<file path="src/rtl/phy_tx_scheduler_if.sv">
// phy_tx_scheduler_if: request, packet, symbol and status signals between the scheduler and its environment.
interface phy_tx_scheduler_if #(
    parameter int NUM_VC = 2,
    parameter int FLIT_W = 64,
    parameter int VC_W   = (NUM_VC > 1) ? $clog2(NUM_VC) : 1
);
    logic              ack_req;
    logic [NUM_VC-1:0] grant_req;
    logic              pkt_valid;
    logic [7:0]        pkt_len;
    logic [FLIT_W-1:0] flit_in;
    logic              flit_pop;
    logic              sym_start;
    logic [2:0]        sym_sel;
    logic [VC_W-1:0]   sym_vc;
    logic [FLIT_W-1:0] sym_flit;
    logic              sym_done;
    logic              ack_full;
    logic [NUM_VC-1:0] grant_full;
    logic              busy;

    modport slave (
        input  ack_req, grant_req, pkt_valid, pkt_len, flit_in, sym_done,
        output flit_pop, sym_start, sym_sel, sym_vc, sym_flit, ack_full, grant_full, busy
    );
    modport master (
        output ack_req, grant_req, pkt_valid, pkt_len, flit_in, sym_done,
        input  flit_pop, sym_start, sym_sel, sym_vc, sym_flit, ack_full, grant_full, busy
    );
endinterface

</file>
<file path="src/rtl/phy_tx_scheduler.sv">
// phy_tx_scheduler: issues ACK, round-robin GRANT and packet flit symbols to a serializer, one at a time.
// Macro PHY_TX_CTRL_INTERLEAVE_EN lets pending ACK/GRANT preempt between flits of an in-progress packet.
module phy_tx_scheduler #(
    parameter int NUM_VC = 2,
    parameter int CNT_W  = 4,
    parameter int FLIT_W = 64
) (
    input  logic             CLK,
    input  logic             RST,
    phy_tx_scheduler_if.slave bus
);
    localparam int VC_W = (NUM_VC > 1) ? $clog2(NUM_VC) : 1;
    localparam logic [CNT_W-1:0] CMAX = '1;
    localparam logic [1:0] S_IDLE = 2'd0, S_ISSUE = 2'd1, S_WAIT = 2'd2;
    localparam logic [2:0] K_DATA = 3'd0, K_START = 3'd1, K_END = 3'd2, K_ACK = 3'd3, K_GRANT = 3'd4;

    logic [1:0]        state_q, state_d;
    logic [CNT_W-1:0]  ack_cnt_q, ack_cnt_d;
    logic [CNT_W-1:0]  gnt_cnt_q [NUM_VC];
    logic [CNT_W-1:0]  gnt_cnt_d [NUM_VC];
    logic [VC_W-1:0]   rr_q, rr_d;
    logic [7:0]        rem_q, rem_d;
    logic              pkt_act_q, pkt_act_d;
    logic [2:0]        sel_q, sel_d;
    logic [VC_W-1:0]   vc_q, vc_d;
    logic [FLIT_W-1:0] flit_q, flit_d;

    logic              issue, ack_dec, ack_inc, ctrl_ok, ack_el, gnt_el, pkt_el, gnt_any;
    logic [NUM_VC-1:0] gnt_nz, gnt_dec, gnt_inc;
    logic [VC_W-1:0]   gnt_vc, cand;
    logic [7:0]        rlen;

    assign issue   = state_q == S_ISSUE;
    assign ack_dec = issue && sel_q == K_ACK;
    assign ack_inc = bus.ack_req && (ack_cnt_q != CMAX || ack_dec);
    assign ack_cnt_d = (ack_inc && !ack_dec) ? ack_cnt_q + 1'b1 :
                       (!ack_inc && ack_dec) ? ack_cnt_q - 1'b1 : ack_cnt_q;

    always_comb begin
        gnt_dec = '0;
        gnt_inc = '0;
        gnt_nz  = '0;
        for (int i = 0; i < NUM_VC; i++) begin
            gnt_nz[i]    = gnt_cnt_q[i] != '0;
            gnt_dec[i]   = issue && sel_q == K_GRANT && vc_q == VC_W'(i);
            gnt_inc[i]   = bus.grant_req[i] && (gnt_cnt_q[i] != CMAX || gnt_dec[i]);
            gnt_cnt_d[i] = (gnt_inc[i] && !gnt_dec[i]) ? gnt_cnt_q[i] + 1'b1 :
                           (!gnt_inc[i] && gnt_dec[i]) ? gnt_cnt_q[i] - 1'b1 : gnt_cnt_q[i];
        end
    end

    // Scan downward from the farthest offset so the VC nearest the pointer wins.
    always_comb begin
        gnt_any = 1'b0;
        gnt_vc  = '0;
        cand    = '0;
        for (int k = NUM_VC - 1; k >= 0; k--) begin
            cand = VC_W'((32'(rr_q) + 32'(k)) % NUM_VC);
            if (gnt_nz[cand]) begin
                gnt_any = 1'b1;
                gnt_vc  = cand;
            end
        end
    end

`ifdef PHY_TX_CTRL_INTERLEAVE_EN
    assign ctrl_ok = 1'b1;
`else
    assign ctrl_ok = !pkt_act_q;
`endif
    assign ack_el = ctrl_ok && ack_cnt_q != '0;
    assign gnt_el = ctrl_ok && gnt_any;
    assign pkt_el = pkt_act_q || bus.pkt_valid;
    assign rlen   = pkt_act_q ? rem_q : (bus.pkt_len == 8'd0 ? 8'd1 : bus.pkt_len);
    assign rr_d   = (issue && sel_q == K_GRANT) ? (vc_q == VC_W'(NUM_VC - 1) ? '0 : vc_q + 1'b1) : rr_q;

    always_comb begin
        state_d   = state_q;
        sel_d     = sel_q;
        vc_d      = vc_q;
        flit_d    = flit_q;
        rem_d     = rem_q;
        pkt_act_d = pkt_act_q;
        if (state_q == S_IDLE && (ack_el || gnt_el || pkt_el)) begin
            state_d = S_ISSUE;
            sel_d   = ack_el ? K_ACK : gnt_el ? K_GRANT : rlen == 8'd1 ? K_END : pkt_act_q ? K_DATA : K_START;
            vc_d    = (!ack_el && gnt_el) ? gnt_vc : '0;
            flit_d  = (ack_el || gnt_el) ? '0 : bus.flit_in;
            if (!ack_el && !gnt_el) begin
                rem_d     = rlen - 8'd1;
                pkt_act_d = rlen != 8'd1;
            end
        end else if (state_q == S_ISSUE) begin
            state_d = S_WAIT;
        end else if (state_q == S_WAIT && bus.sym_done) begin
            state_d = S_IDLE;
        end
    end

    always_ff @(posedge CLK or posedge RST) begin
        if (RST) begin
            state_q   <= S_IDLE;
            ack_cnt_q <= '0;
            gnt_cnt_q <= '{default: '0};
            rr_q      <= '0;
            rem_q     <= '0;
            pkt_act_q <= 1'b0;
            sel_q     <= '0;
            vc_q      <= '0;
            flit_q    <= '0;
        end else begin
            state_q   <= state_d;
            ack_cnt_q <= ack_cnt_d;
            gnt_cnt_q <= gnt_cnt_d;
            rr_q      <= rr_d;
            rem_q     <= rem_d;
            pkt_act_q <= pkt_act_d;
            sel_q     <= sel_d;
            vc_q      <= vc_d;
            flit_q    <= flit_d;
        end
    end

    always_comb begin
        bus.grant_full = '0;
        for (int i = 0; i < NUM_VC; i++) bus.grant_full[i] = gnt_cnt_q[i] == CMAX;
    end

    assign bus.sym_start = issue;
    assign bus.flit_pop  = issue && sel_q <= K_END;
    assign bus.sym_sel   = sel_q;
    assign bus.sym_vc    = vc_q;
    assign bus.sym_flit  = flit_q;
    assign bus.ack_full  = ack_cnt_q == CMAX;
    assign bus.busy      = pkt_act_q || state_q != S_IDLE;
endmodule

</file>
<file path="src/flat_wrapper.sv">
// flat-port wrapper written by rule: the top's interface ports become plain ports
module phy_tx_scheduler_flat 
#(
    parameter int NUM_VC = 2,
    parameter int CNT_W  = 4,
    parameter int FLIT_W = 64
)
  (CLK, RST, bus_ack_req, bus_grant_req, bus_pkt_valid, bus_pkt_len, bus_flit_in, bus_sym_done, bus_flit_pop, bus_sym_start, bus_sym_sel, bus_sym_vc, bus_sym_flit, bus_ack_full, bus_grant_full, bus_busy);
  phy_tx_scheduler_if #(.NUM_VC(NUM_VC), .FLIT_W(FLIT_W)) bus_i ();
  input  logic CLK;
  input  logic RST;
  input wire logic [$bits(bus_i.ack_req)-1:0] bus_ack_req;
  input wire logic [$bits(bus_i.grant_req)-1:0] bus_grant_req;
  input wire logic [$bits(bus_i.pkt_valid)-1:0] bus_pkt_valid;
  input wire logic [$bits(bus_i.pkt_len)-1:0] bus_pkt_len;
  input wire logic [$bits(bus_i.flit_in)-1:0] bus_flit_in;
  input wire logic [$bits(bus_i.sym_done)-1:0] bus_sym_done;
  output wire logic [$bits(bus_i.flit_pop)-1:0] bus_flit_pop;
  output wire logic [$bits(bus_i.sym_start)-1:0] bus_sym_start;
  output wire logic [$bits(bus_i.sym_sel)-1:0] bus_sym_sel;
  output wire logic [$bits(bus_i.sym_vc)-1:0] bus_sym_vc;
  output wire logic [$bits(bus_i.sym_flit)-1:0] bus_sym_flit;
  output wire logic [$bits(bus_i.ack_full)-1:0] bus_ack_full;
  output wire logic [$bits(bus_i.grant_full)-1:0] bus_grant_full;
  output wire logic [$bits(bus_i.busy)-1:0] bus_busy;
  assign bus_i.ack_req = bus_ack_req;
  assign bus_i.grant_req = bus_grant_req;
  assign bus_i.pkt_valid = bus_pkt_valid;
  assign bus_i.pkt_len = bus_pkt_len;
  assign bus_i.flit_in = bus_flit_in;
  assign bus_i.sym_done = bus_sym_done;
  assign bus_flit_pop = bus_i.flit_pop;
  assign bus_sym_start = bus_i.sym_start;
  assign bus_sym_sel = bus_i.sym_sel;
  assign bus_sym_vc = bus_i.sym_vc;
  assign bus_sym_flit = bus_i.sym_flit;
  assign bus_ack_full = bus_i.ack_full;
  assign bus_grant_full = bus_i.grant_full;
  assign bus_busy = bus_i.busy;
  phy_tx_scheduler #(.NUM_VC(NUM_VC), .CNT_W(CNT_W), .FLIT_W(FLIT_W)) u_core (.CLK(CLK), .RST(RST), .bus(bus_i));
endmodule
</file>
<file path="config.mk">
export PLATFORM = sky130hd
export DESIGN_NAME = phy_tx_scheduler_flat
export DESIGN_NICKNAME = d
export VERILOG_FILES = /design/src/rtl/phy_tx_scheduler_if.sv /design/src/rtl/phy_tx_scheduler.sv /design/src/flat_wrapper.sv
export SDC_FILE = /design/constraint.sdc
export NUM_CORES = 1
export LEC_CHECK = 0
export CAP_MARGIN = 0
export CORE_MARGIN = 8
export CORE_UTILIZATION = 45
export DETAILED_ROUTE_END_ITERATION = 7
export PLACE_DENSITY = 0.81
export RECOVER_POWER = 25
export SYNTH_ARGS = -nofsm -noshare
export SYNTH_HDL_FRONTEND = slang
export SYNTH_SLANG_ARGS = --single-unit
</file>
<file path="constraint.sdc">
create_clock -name CLK -period 3.4 [get_ports CLK]
set_input_delay 0.34 -clock CLK [delete_from_list [all_inputs] [get_ports CLK]]
set_output_delay 0.34 -clock CLK [all_outputs]
set_load 0.005 [all_outputs]
</file>
==> flow_summary_export.csv <==
group,metric,value,unit
layout,multi_input_area,1725,sq um
global_routing,grt_max_degree,51,
floorplanning,core_area,9065,sq um
floorplanning,initial_core_util,45.65,%
synthesis,yosysMostFrequentCell,"dfrtp_1",
floorplanning,io_pins,153,
setup_path,cp-endpoint,"u_core.gnt_cnt_q[3]",
setup_path,worstSetupPathType,"reg2reg",
clock_tree,clockBufferDepth,2,
layout,final_area,5995,sq um
clock_tree,tritoncts,"done",
synthesis,ys_warn_count,0,
synthesis,synth_seq_cells,92,
clock_tree,numCtsBuffers,9,
place,place_area,5778,sq um
setup_path,crit_path_start_kind,"flop",
synthesis,ys_types,58,
clock_tree,ctsResizeCount,0,
global_routing,grt_use_total,18.62,%
setup_path,path_max_fanout,7,
routing,viasPerCell,5.552,
worst_hold_path,holdCritStartpoint,"u_core.rem_q[0]",
outcome,status,"finished, violations left",
setup_path,worstPathRequired,3640,ps
worst_hold_path,hold_path.class,"reg2reg",
synthesis,syn_inst,341,
synthesis,synth_top_area_cell,"dfrtp_1",
synthesis,synthFlopType,"dfrtp_1",
layout,ff_latch_area,2302,sq um
timing,skew,23.28,ps
layout,area_delta_synth_final,44.87,%
setup_path,cp-end-kind,"flop",
layout,num_antenna_cells,0,
synthesis,synth_common_cells,"92 x dfrtp_1, 64 x a22o_1, 21 x nand2_1, 12 x a21oi_1, 12 x nor2_1",
routing,postRouteAntennaNets,0,
setup_path,cp.arrival,3210,ps
synthesis,yosysTopAreaCellShare,55.64,%
global_routing,first_global_vias,3462,
global_routing,antenna_found_initial,0,
synthesis,synth_area,4138,sq um
synthesis,ys_seq_area_share,55.64,%
global_routing,grt-ovfl-total,0,
job,cap_violations,1,
layout,layout-drive-gt1-share,6.883,%
synthesis,syn_nets,433,
power_and_ir_drop,p_per_area,807.4,nW/um^2
timing,finalHoldViolCount,0,
clock_tree,clkTransAtPathRegs,100,ps
synthesis,synthArstFlopShare,100.0,%
routing,drt_iter0_markers,159,
setup_path,crit_start,"u_core.state_q[1]",
power_and_ir_drop,ir_drop,0.3640,mV
timing,tns,0,ps
routing,vias,3359,
timing,fin_hold_ws,486.9,ps
layout,postLayoutCoreUtil,66.13,%
clock_tree,clk-insertion-delay-late,370,ps
setup_path,reg2reg_slack,430,ps
timing,setup_viol,0,
clock_tree,postCtsHoldBufs,0,
clock_tree,post_cts_buffers,0,
global_routing,grt_pass1_wl,18.66,mm
place,numPortBuffers,152,
routing,dr.pass1.iters,4,
timing,min_period_over_period,87.40,%
routing,wl,11.54,mm
layout,num-fill-cells,711,
place,dpl.hpwl,8.670,mm
synthesis,synth.area.top_cells,"dfrtp_1 56%, a22o_1 14%, ha_1 3.0%",
synthesis,synth_edf_count,0,
worst_hold_path,hold_depth,2,
layout,finalNetCount,581,
floorplanning,die_h,111.9,microns
timing,slew_headroom,-39.98,%
setup_path,r2r_end,"u_core.gnt_cnt_q[3]",
floorplanning,core.rowCount,35,
outcome,violations,"capacitance limit, slew limit",
timing,tightest_slew,2088,ps
timing,rsz0062_at_grt,"no",
power_and_ir_drop,leakage,0.002585,uW
clock_tree,htreeDepth,3,
timing,slew_viol_final,44,
routing,post_drt_wl_per_cell,19.07,microns
floorplanning,die_w,111.9,microns
clock_tree,clock-root-buffer,"clkbuf_8",
timing,timing.final.crit_period,2972,ps
timing,timing.fmax,336.5,MHz
setup_path,reg2reg_depth,12,
place,place.gp.congestion,0.7689,
routing,drc_errors,0,
clock_tree,cts_sinks,92,
floorplanning,die-area,12520,sq um
setup_path,r2r-start,"u_core.state_q[1]",
synthesis,syn_avg_cell_area,12.13,sq um
-- metrics by stage --
stage / setup WS [ps] / std cells / total power (uW)
6_report: 428.5 / 605 / 4840
5_1_grt: 171.0 / 605 / 5174
4_1_cts: 336.0 / 605 / 4902
3_5_place_dp: 367.6 / 589 / 4096
3_3_place_gp: 541.3 / 589 / 4003
2_1_floorplan: 668.0 / 341 / 2990
-- report_power, final --
group | internal [uW] | switching, uW
clock network | 359 | 431
registers | 1540 | 365
logic | 1270 | 875
total | 3170 | 1670
-- registers in the layout, indices dropped and copies added, names as in the netlist --
register	cells
u_core.rr_q	1
u_core.gnt_cnt_q	8
u_core.bus.sym_vc	1
u_core.state_q	2
u_core.bus.sym_flit	64
u_core.rem_q	8
u_core.pkt_act_q	1
u_core.bus.sym_sel	3
u_core.ack_cnt_q	4
-- routing by layer --
metal | vias to the layer above | GRT usage [%] | wire length [microns]
li1 | 1578 | - | -
met1 | 1678 | 21.73 | 4696
met2 | 80 | 31.99 | 6005
met3 | 23 | 3.896 | 501
met4 | 0 | 8.933 | 335
met5 | - | 0 | 0
-- cells in the final DEF (no fill, tap or decap), drive strengths merged, types with 5 or more instances in the layout --
| cell | instances |
|---|---|
| clkdlybuf4s50 | 151 |
| dfrtp | 92 |
| a22o | 64 |
| nand2 | 21 |
| a21oi | 13 |
| nor2 | 12 |
| ha | 10 |
| xnor2 | 9 |
| clkbuf | 9 |
| o21ai | 9 |
| inv | 9 |
| nor4 | 6 |
| mux2i | 5 |
| mux2 | 5 |
| buf | 5 |
-- how the worst min path moves through the flow --
stage,slack (ps),to
5_1_grt,530,u_core.bus.sym_flit[35]
4_1_cts,420,u_core.bus.sym_flit[62]
3_3_place_gp,460,u_core.rem_q[0]
2_1_floorplan,440,u_core.rem_q[0]
3_5_place_dp,470,u_core.rem_q[0]
6_report,490,u_core.rem_q[0]
-- cell type report --
class / count / share of cell area (%)
clock buffers: 9 / 2.066
multi-input cells: 222 / 28.78
inverters: 7 / 0.4592
clock inverters: 7 / 1.545
repair buffers: 157 / 26.42
well taps: 111 / 2.317
flip-flops and latches: 92 / 38.41
-- worst max-delay path, cell delays in order, from the launching register on --
cell      delay, ps
dfrtp_1         450
nand2b_1        220
nor4b_1         510
nand2_1         190
a21boi_0        210
ha_1            220
inv_1            90
ha_1            280
a21o_1          180
a21oi_1         160
xnor2_1         140
nor2_1           70
xor2_1          140
-- kinds of logic (layout without fill, tap and decap cells) --
kind of cell,after synthesis,after routing,share of synthesized area (%)
adders and majority gates,13,13,4.475
muxes,10,10,2.570
xor gates and xnor gates,12,12,2.540
buffers and inverters,27,180,2.903
DFF,92,92,55.64
AOI/OAI and AO/OA,116,116,22.38
and+or+nand+nor,71,71,9.495
(Power assumes the default switching activity.)
